### src/rtl/uart_transmitter.sv
`default_nettype none
//------------------------------------------------------------------------------
// Module      : uart_transmitter
// Description : UART transmit path clocked at the bit rate (one clk period is
//               one bit time). One parallel word is accepted per handshake in
//               IDLE. It is framed as:
//                 start bit, DATA_WIDTH data bits LSB first,
//                 optional even/odd parity bit, one stop bit.
// Revision    : 1.0 - initial release
//------------------------------------------------------------------------------
// Ports
//   clk             in   1           UART TX clock, one bit time per period
//   reset           in   1           asynchronous, active-high reset
//   parallel_data   in   DATA_WIDTH  word to send, sampled on acceptance
//   data_valid      in   1           send request, single-cycle or held
//   parity_enable   in   1           1 = append parity bit, sampled on acceptance
//   parity_type     in   1           0 = even, 1 = odd, sampled on acceptance
//   serial_data_out out  1           TX line, idles high, registered
//   busy            out  1           frame in flight, registered
//------------------------------------------------------------------------------
module uart_transmitter #(
  parameter int DATA_WIDTH = 8
) (
  input  logic                  clk,
  input  logic                  reset,
  input  logic [DATA_WIDTH-1:0] parallel_data,
  input  logic                  data_valid,
  input  logic                  parity_enable,
  input  logic                  parity_type,
  output logic                  serial_data_out,
  output logic                  busy
);

  localparam int CNT_W = (DATA_WIDTH > 1) ? $clog2(DATA_WIDTH) : 1;
  localparam logic [CNT_W-1:0] LAST_BIT = CNT_W'(DATA_WIDTH - 1);

  typedef enum logic [2:0] {
    IDLE   = 3'd0,
    START  = 3'd1,
    DATA   = 3'd2,
    PARITY = 3'd3,
    STOP   = 3'd4
  } state_t;

  state_t                state;
  logic [DATA_WIDTH-1:0] shift_reg;
  logic [CNT_W-1:0]      bit_cnt;
  logic                  par_en;
  logic                  par_bit;

  // The line and busy are loaded together with the state register, so the
  // value driven during a cycle always belongs to the state held in that cycle.
  // The shift register's LSB is the data bit on the line during DATA. The shift
  // happens at the edge that moves on to the next bit, and that edge loads the
  // line from bit [1], which becomes the new LSB.
  always_ff @(posedge clk or posedge reset) begin
    if (reset) begin
      state           <= IDLE;
      shift_reg       <= '0;
      bit_cnt         <= '0;
      par_en          <= 1'b0;
      par_bit         <= 1'b0;
      serial_data_out <= 1'b1;
      busy            <= 1'b0;
    end else begin
      case (state)
        IDLE: begin
          if (data_valid) begin
            shift_reg       <= parallel_data;
            par_en          <= parity_enable;
            // Even parity is the XOR of the word. Odd parity inverts it.
            par_bit         <= (^parallel_data) ^ parity_type;
            bit_cnt         <= '0;
            state           <= START;
            serial_data_out <= 1'b0;
            busy            <= 1'b1;
          end else begin
            serial_data_out <= 1'b1;
            busy            <= 1'b0;
          end
        end

        START: begin
          state           <= DATA;
          serial_data_out <= shift_reg[0];
          busy            <= 1'b1;
        end

        DATA: begin
          busy <= 1'b1;
          if (bit_cnt == LAST_BIT) begin
            if (par_en) begin
              state           <= PARITY;
              serial_data_out <= par_bit;
            end else begin
              state           <= STOP;
              serial_data_out <= 1'b1;
            end
          end else begin
            bit_cnt         <= bit_cnt + 1'b1;
            shift_reg       <= shift_reg >> 1;
            serial_data_out <= shift_reg[1];
          end
        end

        PARITY: begin
          state           <= STOP;
          serial_data_out <= 1'b1;
          busy            <= 1'b1;
        end

        STOP: begin
          // Requests are not accepted here. The earliest new acceptance is at
          // the following edge, in IDLE.
          state           <= IDLE;
          serial_data_out <= 1'b1;
          busy            <= 1'b0;
        end

        default: begin
          // Unused encodings fall back to an idle line.
          state           <= IDLE;
          serial_data_out <= 1'b1;
          busy            <= 1'b0;
        end
      endcase
    end
  end

endmodule
`default_nettype wire

### config.mk
export PLATFORM = sky130hd
export DESIGN_NAME = uart_transmitter
export DESIGN_NICKNAME = d
export VERILOG_FILES = /design/src/rtl/uart_transmitter.sv
export SDC_FILE = /design/constraint.sdc
export NUM_CORES = 1
export LEC_CHECK = 0
export CORE_MARGIN = 10
export CORE_UTILIZATION = 54
export CTS_BUF_LIST = sky130_fd_sc_hd__clkbuf_2 sky130_fd_sc_hd__clkbuf_4 sky130_fd_sc_hd__clkbuf_8
export CTS_CLUSTER_DIAMETER = 150
export DETAILED_ROUTE_END_ITERATION = 12
export HOLD_SLACK_MARGIN = 0.02
export MAX_ROUTING_LAYER = met4
export PLACE_DENSITY_LB_ADDON = 0.2
export SLEW_MARGIN = 30
export SYNTH_ARGS = -nofsm -noshare
export SYNTH_HDL_FRONTEND = slang
export SYNTH_SLANG_ARGS = --single-unit
export TNS_END_PERCENT = 20
### constraint.sdc
create_clock -name clk -period 2.1 [get_ports clk]
set_clock_uncertainty 0.2 [all_clocks]
set_input_delay 0.42 -clock clk [delete_from_list [all_inputs] [get_ports clk]]
set_output_delay 0.42 -clock clk [all_outputs]
set_load 0.05 [all_outputs]
# Yosys cells after proc, flatten, opt, wreduce, memory -nomap -nowiden
# Cells that the tools add are included.
[totals]
ff_bits = 18
input_bits = 13
out_inout_bits = 2
[classes]
n_addsub = 1
eq_ne = 7
n_mux = 16
n_bitwise = 1
reduce_logical = 7
[ops]
columns = ["operator", "count"]
rows = [
  ["8-bit two-way mux", 2],
  ["8-bit case mux with 2 select lines", 1],
  ["3-bit two-way mux", 5],
  ["3-bit case mux with 4 select lines", 1],
  ["8-bit parity", 1],
  ["3-bit by 2-bit equality test with 1-bit output (second input constant)", 2],
  ["2-bit != test (second input constant)", 3],
  ["3-bit case mux with 2 select lines", 1],
  ["1-bit two-way mux", 4],
  ["2-bit AND reduction", 2],
  ["3-bit by 1-bit adder with 3-bit output (second input constant)", 1],
  ["3-bit by 1-bit equality test with 1-bit output (second input constant)", 1],
  ["3-bit equality test (second input constant)", 1],
  ["3-bit logical NOT", 1],
  ["1-bit case mux with 3 select lines", 1],
  ["3-bit AND reduction", 1],
  ["3-bit OR reduction", 1],
  ["1-bit case mux with 2 select lines", 1],
  ["2-bit nonzero test", 1],
  ["1-bit XOR", 1],
]

# Longest topological paths before layout
# Gate-level depths: netlist (run 1).
[depth]
depth_word = 3
depth_mapped = 7
mapped_depth_nobuf = 6

# Worst setup path after synthesis (run 1)
# Ideal clock, no wire load.
[synth_timing]
path_type = "reg2reg"
from = "register bit_cnt[0]"
to = "register bit_cnt[1]"
arrival_time_ps = 1343
required_ps = 1764
setup_slack_ps = 421
path_stages_with_launch = 8
path_cell_list = "dfrtp_1 > ha_1 > ha_1 > nand2_1 > o211ai_2 > buf_2 > nand2_1 > o21ai_0"
[synth_between]
elab_chain_cells = 3
word_cells_on_any_way = 6
cone_classes = "add/sub: 1; eq/ne: 2; mux: 2; reduce/logical: 1"
[synth_rtl]
columns = ["item", "line", "text"]
rows = [
  ["start, declared", "47", "logic [CNT_W-1:0] bit_cnt;"],
  ["start signal, assigned", "100", "bit_cnt <= bit_cnt + 1'b1;"],
  ["3-bit by 1-bit adder with 3-bit output / 3-bit equality test (equally long branches)", "100, 91", ""],
  ["3-bit two-way mux / 2-bit != test (equally long branches)", "--", ""],
  ["3-bit case mux with 2 select lines / 3-bit AND reduction (equally long branches)", "--", ""],
]
# Parallel ways exist; a longest one is shown, timed or not. The select of a mux whose other input is x is not followed.
# A chain may end at the register's enable or synchronous reset.

# Worst setup path after layout (run 1)
[layout_timing]
from = "input port parallel_data[3]"
to = "register par_bit"
[layout_between]
elab_chain_cells = 2
[layout_rtl]
columns = ["item", "line", "text"]
rows = [
  ["start, declared", "26", "input logic [DATA_WIDTH-1:0] parallel_data,"],
  ["8-bit parity", "72", "par_bit <= (^parallel_data) ^ parity_type;"],
  ["1-bit XOR", "72", ""],
  ["end signal, assigned", "72", ""],
  ["end, declared", "49", "logic par_bit;"],
]
# No other way between the ends.

==> run metrics, run 1 <==
Final Hold Fails 0; Tot Pwr 1.46 mW; r2r startpoint bit_cnt[0]; MaxCap Viol Count 0; DRT Pass-1 Iters 4; maximum VDD drop 0.714 mV; grt ovf 0; Post-Synth XOR/XNOR Area 9.04%; cts hold-fix bufs 0; dpl cells 120; CP max stage cell clkdlybuf4s50_1; Hold Path Class in2async; post-route ant nets 0; die width 61.4 µm; most frequent CP cell xnor2_1; f_max 531 MHz; largest net degree at the start of global routing 20; clock sink count 18; pre-CTS worst setup slack -0.0963 ns; Initial Util 59.5%; Post-synth ARST share 100%; routed len/inst 13.2 µm; post-CTS setup buffer count 0; adder-cell share of the synthesized area 2.70%; Tightest Pin Transition 0.331 ns; Ant. Diodes 0; Cell variety after synth 27; Primary FF master, synth dfrtp_1; Critical Setup Path Class in2reg; Pwr Density 1300 nW/µm²; Hold WS 0.241 ns; share of layout cells above drive strength 1 14.8%; most frequent cell after synthesis dfrtp_1; Clock Tree Root clkbuf_4; Core Region 1560 µm²; Inserted Clock Buffers 3; minimum clock period after layout 1.88 ns; Placed Area 1090 µm²; I/O Buffers 14; simple-gate portion of the synthesized area 13.9%; CP endpoint kind flop; initial DRC count 5; initial antenna violation count 0; outcome finished clean; vias in the first global route 674; Synth warnings 0; area share of the largest cell type after synthesis 45.9%; final wirelength 1640 µm; vias per cell 5.59; CTS Buffer Depth 2; max_slew headroom 77.7%; Final Core Density 72.2%; # IOs 15; TritonCTS clock tree done; CP Launch Type primary input; register area share after synthesis 48.7%; chip height 61.4 µm; RSZ-0062 raised after global routing no; largest family of logic cells by synthesized area simple AND/OR/NAND/NOR gates; nets 124; Syn Area/Cell 10.3 µm²; htree depth 1; fin. max-slew vios 0; Clk Latency, worst-skew pair 0.29 ns; Layout area overhead 21.5%; post-synthesis mux area share 10.4%; die area 3770 µm²; final instance area 1130 µm²; drt drc 0; arrival time at the worst endpoint 1.87 ns; Final Non-Filler Cells 124; crit path max fanout 2; crit path from parallel_data[3]; Leakage 0.515 nW; Synthesized Nets 105; Setup Total Neg Slack 0 ns; complex-gate fraction of the synthesized area 12.4%; Worst EP required 2.08 ns; Post-synth top cells dfrtp_1 (17), nand2_1 (16), o21ai_0 (14), mux2i_1 (7), xnor2_1 (4); EDFF count, synth 0; post-synthesis register bit count 18; setup ws final 0.218 ns; PostCTS Resize Cnt 0; row count 14; Worst-path clk slew 0.10 ns; Largest register FFs 8; Syn Inst Count 90; Vias 693; HPWL after DPL 1240 µm; Largest stage delay, worst path 0.50 ns; Tot GR Track Use 10.9%; crit-path cells clkdlybuf4s50_1 -> xnor2_1 -> xnor3_2 -> xnor2_1 -> mux2_4; Tcrit/Tclk final 89.6%; cell area after synthesis 927 µm²; largest cells by area after synthesis dfrtp_1 (46%), mux2i_1 (7.6%), o21ai_0 (7.6%); GPL Wtd Cong 0.792; Yosys top cell by area dfrtp_1; final setup vio count 0; first-pass GRT wire length 2940 µm
-- cell families after synthesis --
kind of cell	count (synthesis)
fa+ha+maj	2
mux	9
buf+inv	6
simple gates	28
xor+xnor	7
flops	18
compound gates	20
-- routing by layer --
layer  vias to the layer above  global-route usage [%]  wire (µm)
met2                        16                    16.0        756
met3                         4                    3.70         61
li1                        342                       -          -
met1                       331                    12.5        789
met4                         0                    7.01         35
met5                         -                       -          0
-- worst paths after layout --
kind	endpoint	slack (ns)	cells after the start
min	shift_reg[0]	0.24	3
max in group asynchronous	serial_data_out	1.20	3
min in group clk	shift_reg[5]	0.29	2
max reg2reg	shift_reg[0]	0.34	7
max	par_bit	0.22	5
min reg2reg	shift_reg[5]	0.29	2
-- layout by cell type (no fill, tap or decap), drive strengths merged --
cell and instances:
nand2b 1, o31ai 1, nor2 4, xnor2 5, mux2i 7, and3b 1, nand3 1, mux2 2
a21boi 1, ha 2, dfrtp 17, nor3b 2, inv 3, clkbuf 4, o21ai 14, a21oi 2
nand2 16, nor3 2, xnor3 1, and2 1, clkdlybuf4s50 12, o21bai 1, dfstp 1, buf 5
xor2 1, o211ai 1
-- final cells by class --
type	count	area, µm²
flip-flops and latches	18	452
repair buffers	17	158
clock buffers	4	36.3
multi-input cells	66	449
well taps	16	20.0
fillers	119	433
inverters	3	11.3
-- critical path: cells and delay by family --
family	cells	cell delay, ns
multiplexers	1	0.25
XOR/XNOR	3	0.69
buffers and inverters	1	0.50
-- report_power, final --
group / switching (mW) / total [mW] / internal [mW]
logic: 0.337 / 0.627 / 0.289
registers: 0.119 / 0.625 / 0.506
clock network: 0.101 / 0.206 / 0.106
Note: power is estimated with default switching activity, not from simulation.
==> run 2: changes to the inputs <==
--- a/config.mk
+++ b/config.mk
@@ -5,6 +5,7 @@
 export SDC_FILE = /design/constraint.sdc
 export NUM_CORES = 1
 export LEC_CHECK = 0
+export CORE_ASPECT_RATIO = 0.8
 export CORE_MARGIN = 10
 export CORE_UTILIZATION = 54
 export CTS_BUF_LIST = sky130_fd_sc_hd__clkbuf_2 sky130_fd_sc_hd__clkbuf_4 sky130_fd_sc_hd__clkbuf_8
@@ -13,7 +14,6 @@
 export HOLD_SLACK_MARGIN = 0.02
 export MAX_ROUTING_LAYER = met4
 export PLACE_DENSITY_LB_ADDON = 0.2
-export SLEW_MARGIN = 30
 export SYNTH_ARGS = -nofsm -noshare
 export SYNTH_HDL_FRONTEND = slang
 export SYNTH_SLANG_ARGS = --single-unit
==> run 2 against run 1 <==
Effect of this change: sequential share of layout area down 0.27 points; cell area up 0.67%; combinational power is 1% higher; via count down 3.2%; critical path depth stayed put; utilization decreased by 2.5 points; critical path type unchanged; critical endpoint unchanged; largest cell class unchanged.
==> run metrics, run 2 (synthesized netlist as in run 1, its figures left out) <==
outcome finished clean; grt ovf 0 (unchanged); Clock Tree Root clkbuf_4; Hold WS 0.233 ns (-0.00787 ns); most frequent CP cell xnor2_1; arrival time at the worst endpoint 1.87 ns (about the same); TritonCTS clock tree done; Final Hold Fails 0 (unchanged); clock sink count 18 (unchanged); Inserted Clock Buffers 3 (unchanged); Tot GR Track Use 10.9% (-0.019 points); Initial Util 57.0% (-2.5 points); Largest register FFs 8 (unchanged); I/O Buffers 14 (unchanged); R2R depth 7 (unchanged); Pwr Density 1300 nW/µm² (+0.48%); Worst EP required 2.09 ns (about the same); critical path depth in cells 5 (unchanged); dpl cells 126 (+5.0%); Hold Path Class in2async; Leakage 0.515 nW (unchanged); share of layout cells above drive strength 1 14.8% (unchanged); largest net degree at the start of global routing 20 (unchanged); Tot Pwr 1.48 mW (+1.2%); crit path from parallel_data[2]; CP endpoint kind flop; vias in the first global route 692 (+2.7%); die area 3780 µm² (+0.27%); worst reg2reg path endpoint shift_reg[6]; fin. max-slew vios 0 (unchanged); first-pass GRT wire length 3210 µm (+9.2%); CP max stage cell clkdlybuf4s50_1; GPL Wtd Cong 0.775 (-2.2%); cts hold-fix bufs 0 (unchanged); f_max 532 MHz (+0.16%); Critical Setup Path Class in2reg; initial antenna violation count 0 (unchanged); Layout area overhead 22.3%; RSZ-0062 raised after global routing no; r2r startpoint bit_cnt[0]; DRT Pass-1 Iters 4 (unchanged); post-CTS setup buffer count 0 (unchanged); Vias 671 (-3.2%); Largest stage delay, worst path 0.50 ns (about the same); CP top delay family XOR/XNOR gates; chip height 57.1 µm (-7.1%); max_slew headroom 77.5% (-0.19 points); CP Launch Type primary input; routed len/inst 13.6 µm (+3.1%); most frequent cells in the layout dfrtp_1 (17), nand2_1 (16), o21ai_0 (14); Worst Setup EP par_bit; nets 124 (unchanged); final wirelength 1770 µm (+8.0%); crit path max fanout 2 (unchanged); CP bufs+invs 1 (unchanged); row count 13 (-1); die width 66.3 µm (+8.0%); Final Non-Filler Cells 130 (+4.8%); Tcrit/Tclk final 89.5% (-0.14 points); post-route ant nets 0 (unchanged); minimum clock period after layout 1.88 ns (-0.00293 ns); Ant. Diodes 0 (unchanged); initial DRC count 31 (+26); Core Region 1630 µm² (+4.3%); pre-CTS worst setup slack -0.106 ns (-0.00988 ns); setup ws final 0.221 ns (+0.00293 ns); final setup vio count 0 (unchanged); drt drc 0 (unchanged); maximum VDD drop 0.709 mV (-0.75%); most common cell after layout, fill and taps aside dfrtp_1; # IOs 15 (unchanged); PostCTS Resize Cnt 0 (unchanged); CTS Buffer Depth 2 (unchanged); vias per cell 5.16 (-7.6%); reg2reg setup slack 0.31 ns (-0.03 ns); htree depth 1 (unchanged); HPWL after DPL 1310 µm (+5.3%); crit-path cells clkdlybuf4s50_1 -> xnor2_1 -> xnor3_2 -> xnor2_1 -> mux2_4; Filler Cell Count 120 (+0.84%); MaxCap Viol Count 0 (unchanged); Clk Latency, worst-skew pair 0.30 ns (about the same); Worst-path clk slew 0.10 ns (about the same); Tightest Pin Transition 0.337 ns (+0.00539 ns)
run 2: cell counts in the layout (fill, tap and decap cells not counted):
No cell type changed its count.
run 2: worst min path at each step:
stage	end	startpoint	slack, ns	cells after the start
global route	shift_reg[0]	reset	0.26	3
finish	state[0]	reset	0.23	3
floorplan	bit_cnt[0]	reset	0.16	1
CTS	busy	reset	0.23	3
detailed placement	shift_reg[4]	shift_reg[4]	0.27	2
global placement	shift_reg[2]	shift_reg[2]	0.26	2
run 2: tightest hold or removal path: stages:
cell,delay [ns]
clkdlybuf4s50_1,0.40
inv_1,0.05
buf_4,0.25
run 2: routing by layer:
metal / GRT usage (%) / part of all wire, % / vias up
met5: - / 0 / -
met4: 3.58 / 1.3 / 0
li1: - / - / 343
met3: 3.90 / 5.9 / 6
met2: 15.3 / 43 / 26
met1: 14.1 / 50 / 296
run 2: layout make-up:
cell class	count	area, µm²	area share, %
sequential	18	452	39.8
multi-input combinational	66	449	39.6
inverter	3	11.3	0.993
timing repair buffer	17	158	13.9
clock buffer	4	36.3	3.20
tap	22	27.5	2.43
run 2: where the power goes:
| part | total, mW | switching, mW | internal [mW] |
|---|---|---|---|
| clock | 0.212 | 0.106 | 0.106 |
| combinational | 0.633 | 0.343 | 0.290 |
| sequential | 0.630 | 0.124 | 0.506 |
| total | 1.48 | 0.574 | 0.902 |
run 2: stage by stage:
stage                     utilization (%)  cell area [µm²]  setup TNS [ns]
after floorplan                         -              927               0
after global placement               67.5             1100         -0.0668
after detailed placement             67.5             1100          -0.106
after CTS                            69.7             1130               0
after global routing                 69.7             1130               0
final                                69.7             1130               0
==> patch 1 (settings of run 1) <==
The 5 states of `state_t` get a one-hot encoding in 5 bits.
--- a/src/rtl/uart_transmitter.sv
+++ b/src/rtl/uart_transmitter.sv
@@ -34,12 +34,12 @@
   localparam int CNT_W = (DATA_WIDTH > 1) ? $clog2(DATA_WIDTH) : 1;
   localparam logic [CNT_W-1:0] LAST_BIT = CNT_W'(DATA_WIDTH - 1);
 
-  typedef enum logic [2:0] {
-    IDLE   = 3'd0,
-    START  = 3'd1,
-    DATA   = 3'd2,
-    PARITY = 3'd3,
-    STOP   = 3'd4
+  typedef enum logic [4:0] {
+    IDLE   = 5'b00001,
+    START  = 5'b00010,
+    DATA   = 5'b00100,
+    PARITY = 5'b01000,
+    STOP   = 5'b10000
   } state_t;
 
   state_t                state;
Behaviour: no difference found for any inputs over 10 cycles, from zero or initial values and one cycle with reset high; not proved beyond that.
==> patch 1 against run 1 <==
Total power hardly changed. Cell area is 8.7% higher. Wire length is 24% higher. Via count is 9.4% higher. Non-clock buffer count is 1 higher. Area after synthesis is 9.7% higher. Count of clock-buffer cells in the layout stayed put. Sequential cell count is 2 higher. Synthesized cell count is 10% higher. Utilization is 2.9 points lower. Worst setup slack better by 0.045 ns. Die area is 6.5% higher. Critical endpoint is now shift_reg[3]. Largest cell class unchanged.
==> patch 1: results (changes against run 1) <==
status finished, final reports clean; CP startpoint bit_cnt[0]; Via density 5.34 (-4.5%); average wire per standard cell 14.3 um (+8.1%); M1 WL 862 um (+9.3%); vias in the first global route 743 (+10%); path depth of the worst reg2reg path 5 (-2); met1 usage 0.120 (-0.00491); GPL Wtd Cong 0.819 (+3.4%); top cells by area, synth dfrtp_1 44%, a21oi_2 6.0%, dfstp_2 5.2%; share of post-route cells with drive strength above 1 0.188 (+0.0399); Relative slew margins 0.705 (-0.0725); CTS Sinks 20 (+2); Fill cells 153 (+29%); VDD IR max 0.000670 V (-6.2%); Initial DRC Count 13 (+8); placed cell area 1190 sq um (+9.0%); Signal buffers 18 (+1); dpl hpwl 1530 um (+23%); Int Pwr 899 uW (-0.20%); fraction of area in multi-input gates 0.362 (-0.0369); Clock Pin Slew Worst Setup and Hold Paths between 0.1 and 0.15 ns; met3 wire length 105 um (+72%); multi-input logic area 443 sq um (-1.4%); Post-layout nets 133 (+7.3%); R2R Setup Slk 0.26 ns (-0.08 ns); worst setup path end shift_reg[3]; Total GRT Usage 0.108 (-0.00107); multi-input combinational gate total 63 (-4.5%); Placed Instances 138 (+15%); met2 Usage GRT 0.172 (+0.0123); CP Max Fanout 7 (+5); leakage dissipation 0.000558 uW (+8.4%); core area 1760 sq um (+13%); Synth top cells by count 18 x dfrtp_1, 12 x inv_1, 8 x nand2_1, 8 x o22ai_1, 7 x a21oi_2; clock network share of area 0.0297 (-0.00257); met3 Track Usage GR 0.0406 (+0.00360); Non-Clock Buffer Area Fraction 0.135 (-0.00503)
## patch 1: worst max-delay path: stages, from the launching register on
cell and delay (ns):
dfrtp_1 0.41, ha_1 0.21, ha_1 0.23, nand3b_2 0.24, and2_1 0.29, a21oi_2 0.19
## patch 1: cell families (layout without fill, tap and decap cells)
group	Yosys count	count (layout)	synth area share
flip-flops	20	20	0.494
adder cells (fa/ha/maj)	2	2	0.0246
AND/OR/NAND/NOR	27	27	0.151
XOR/XNOR	8	8	0.0824
buffers and inverters	16	34	0.0701
AO/OA/AOI/OAI	26	26	0.177
## patch 1: per-stage QoR
| step | hold WS [ns] | worst slack [ns] | power, uW |
|---|---|---|---|
| finish | 0.229 | 0.263 | 1460 |
| global route | 0.265 | 0.136 | 1570 |
| CTS | 0.241 | 0.249 | 1480 |
| detailed placement | 0.285 | 0.0439 | 1240 |
| global placement | 0.273 | 0.0752 | 1230 |
| floorplan | 0.182 | 0.358 | 1100 |
==> patch 2 (config.mk and constraints of run 1) <==
Made on the original files. The parameter `DATA_WIDTH` goes from 8 to 4.
--- a/src/rtl/uart_transmitter.sv
+++ b/src/rtl/uart_transmitter.sv
@@ -19,7 +19,7 @@
 //   busy            out  1           frame in flight, registered
 //------------------------------------------------------------------------------
 module uart_transmitter #(
-  parameter int DATA_WIDTH = 8
+  parameter int DATA_WIDTH = 4
 ) (
   input  logic                  clk,
   input  logic                  reset,
Ports: changed (resized parallel_data); port bits go from 15 to 11. No check against the original RTL was run, so the function may have changed too.
==> patch 2 against run 1 <==
Non-clock buffer count is 3 lower. Sequential power is 25% lower. Wire length fell by 23%. Clock power is 24% lower. Worst setup slack got worse by 0.14 ns. Hold slack improved by 0.023 ns. Cell area shrank 25%. Cell count down 30%. Area after synthesis is 26% lower. Sequential cell count fell by 5. Utilization grew 0.60 points. Fmax fell by 6.8%. Total power down 20%.
==> patch 2: results (changes against run 1) <==
status finished, final reports clean; Distinct cells, synth 28 (+3.7%); Fill cells 80 (-33%); Ys Warns 0 (unchanged); Initial DRC Count 12 (+7); xor and xnor area share after synthesis 0.0580 (-0.0324); hold violation count in the final report 0 (unchanged); first-pass detailed-route iteration total 5 (+1); VDD IR max 0.000744 V (+4.2%); syn_nets 68 (-35%); Synth top cells by count 12 x dfrtp_1, 7 x mux2_2, 6 x inv_1, 3 x nor2_1, 3 x o21ai_0; post-synthesis sequential area ratio 0.473 (-0.0144); CP max-delay cell clkdlybuf4s50_1; Post-layout nets 84 (-32%); pin count of the biggest net entering global routing 14 (-30%); path depth of the worst reg2reg path 3 (-4); worst endpoint data arrival time 1.40 ns (-0.47 ns); Routed WL 1270 um (-23%); Cells after Synth 58 (-36%); Placed Instances 83 (-31%); mux cell area share after synthesis 0.145 (+0.0410); first-pass GRT wire length 2230 um (-24%); vias in the first global route 513 (-24%); compound-gate portion of the synthesized area 0.118 (-0.00640); non-filler cells, final 87 (-30%); leakage dissipation 0.000376 uW (-27%); H-tree levels 1 (unchanged); Adder-Cell Fraction of Synth Area 0.0181 (-0.00887); Total GRT Usage 0.0871 (-0.0220); top cells by area, synth dfrtp_1 43%, mux2_2 11%, a2111oi_4 4.0%; share of post-route cells with drive strength above 1 0.274 (+0.126); slowest stage delay, CP 0.79 ns (+0.29 ns); Vias 477 (-31%); CP Max Fanout 1 (-1); Clock Pin Slew Worst Setup and Hold Paths 0.08 ns (-0.02 ns); worst-margin pin slew 0.493 ns (+0.162 ns); crit-path leading delay family buffers and inverters; max FFs per register 4 (-4); dpl hpwl 1010 um (-19%); IO buf count 10 (-4); dpl ws -0.0593 ns (+0.0370 ns)
## patch 2: layout make-up
cell class / instances / area (sq um) / area share
timing repair buffer: 14 / 128 / 0.152
clock buffer: 3 / 22.5 / 0.0267
tap: 14 / 17.5 / 0.0208
sequential: 13 / 327 / 0.388
multi-input combinational: 36 / 320 / 0.380
inverter: 6 / 22.5 / 0.0267
clock inverter: 1 / 5.00 / 0.00594
## patch 2: per-layer routing
layer / track usage / vias to the layer above / wire (um) / part of all wire
li1: - / 231 / - / -
met1: 0.103 / 231 / 603 / 0.47
met5: - / - / 0 / 0
met3: 0.0228 / 4 / 50 / 0.039
met4: 0.0420 / 0 / 23 / 0.018
met2: 0.134 / 11 / 594 / 0.47
## patch 2: final timing paths
| kind | slack [ns] | from | end |
|---|---|---|---|
| worst max-delay path | 0.08 | busy | busy |
| worst min register to register | 0.29 | bit_cnt[0] | bit_cnt[0] |
| min in group clk | 0.29 | bit_cnt[0] | bit_cnt[0] |
| worst min-delay path | 0.26 | reset | bit_cnt[0] |
| max in group asynchronous | 1.08 | reset | serial_data_out |
| worst max register to register | 0.22 | bit_cnt[0] | shift_reg[1] |
## patch 2: logic make-up after synthesis
| family | count (synthesis) |
|---|---|
| buffers and inverters | 9 |
| flip-flops | 13 |
| adder cells (fa/ha/maj) | 1 |
| AND/OR/NAND/NOR | 13 |
| XOR/XNOR | 3 |
| multiplexers | 9 |
| AO/OA/AOI/OAI | 10 |
## patch 2: where the power goes
part,switching [uW],internal [uW]
sequential,96.0,373
combinational,266,282
clock,85.4,70.7
## patch 2: through the flow
step                      total power, uW     TNS, ns  cell area (sq um)
after CTS                            1180           0                842
final                                1170           0                842
after detailed placement             1020      -0.171                815
after global routing                 1250           0                842
after floorplan                       884           0                691
after global placement               1000  -0.0000426                815
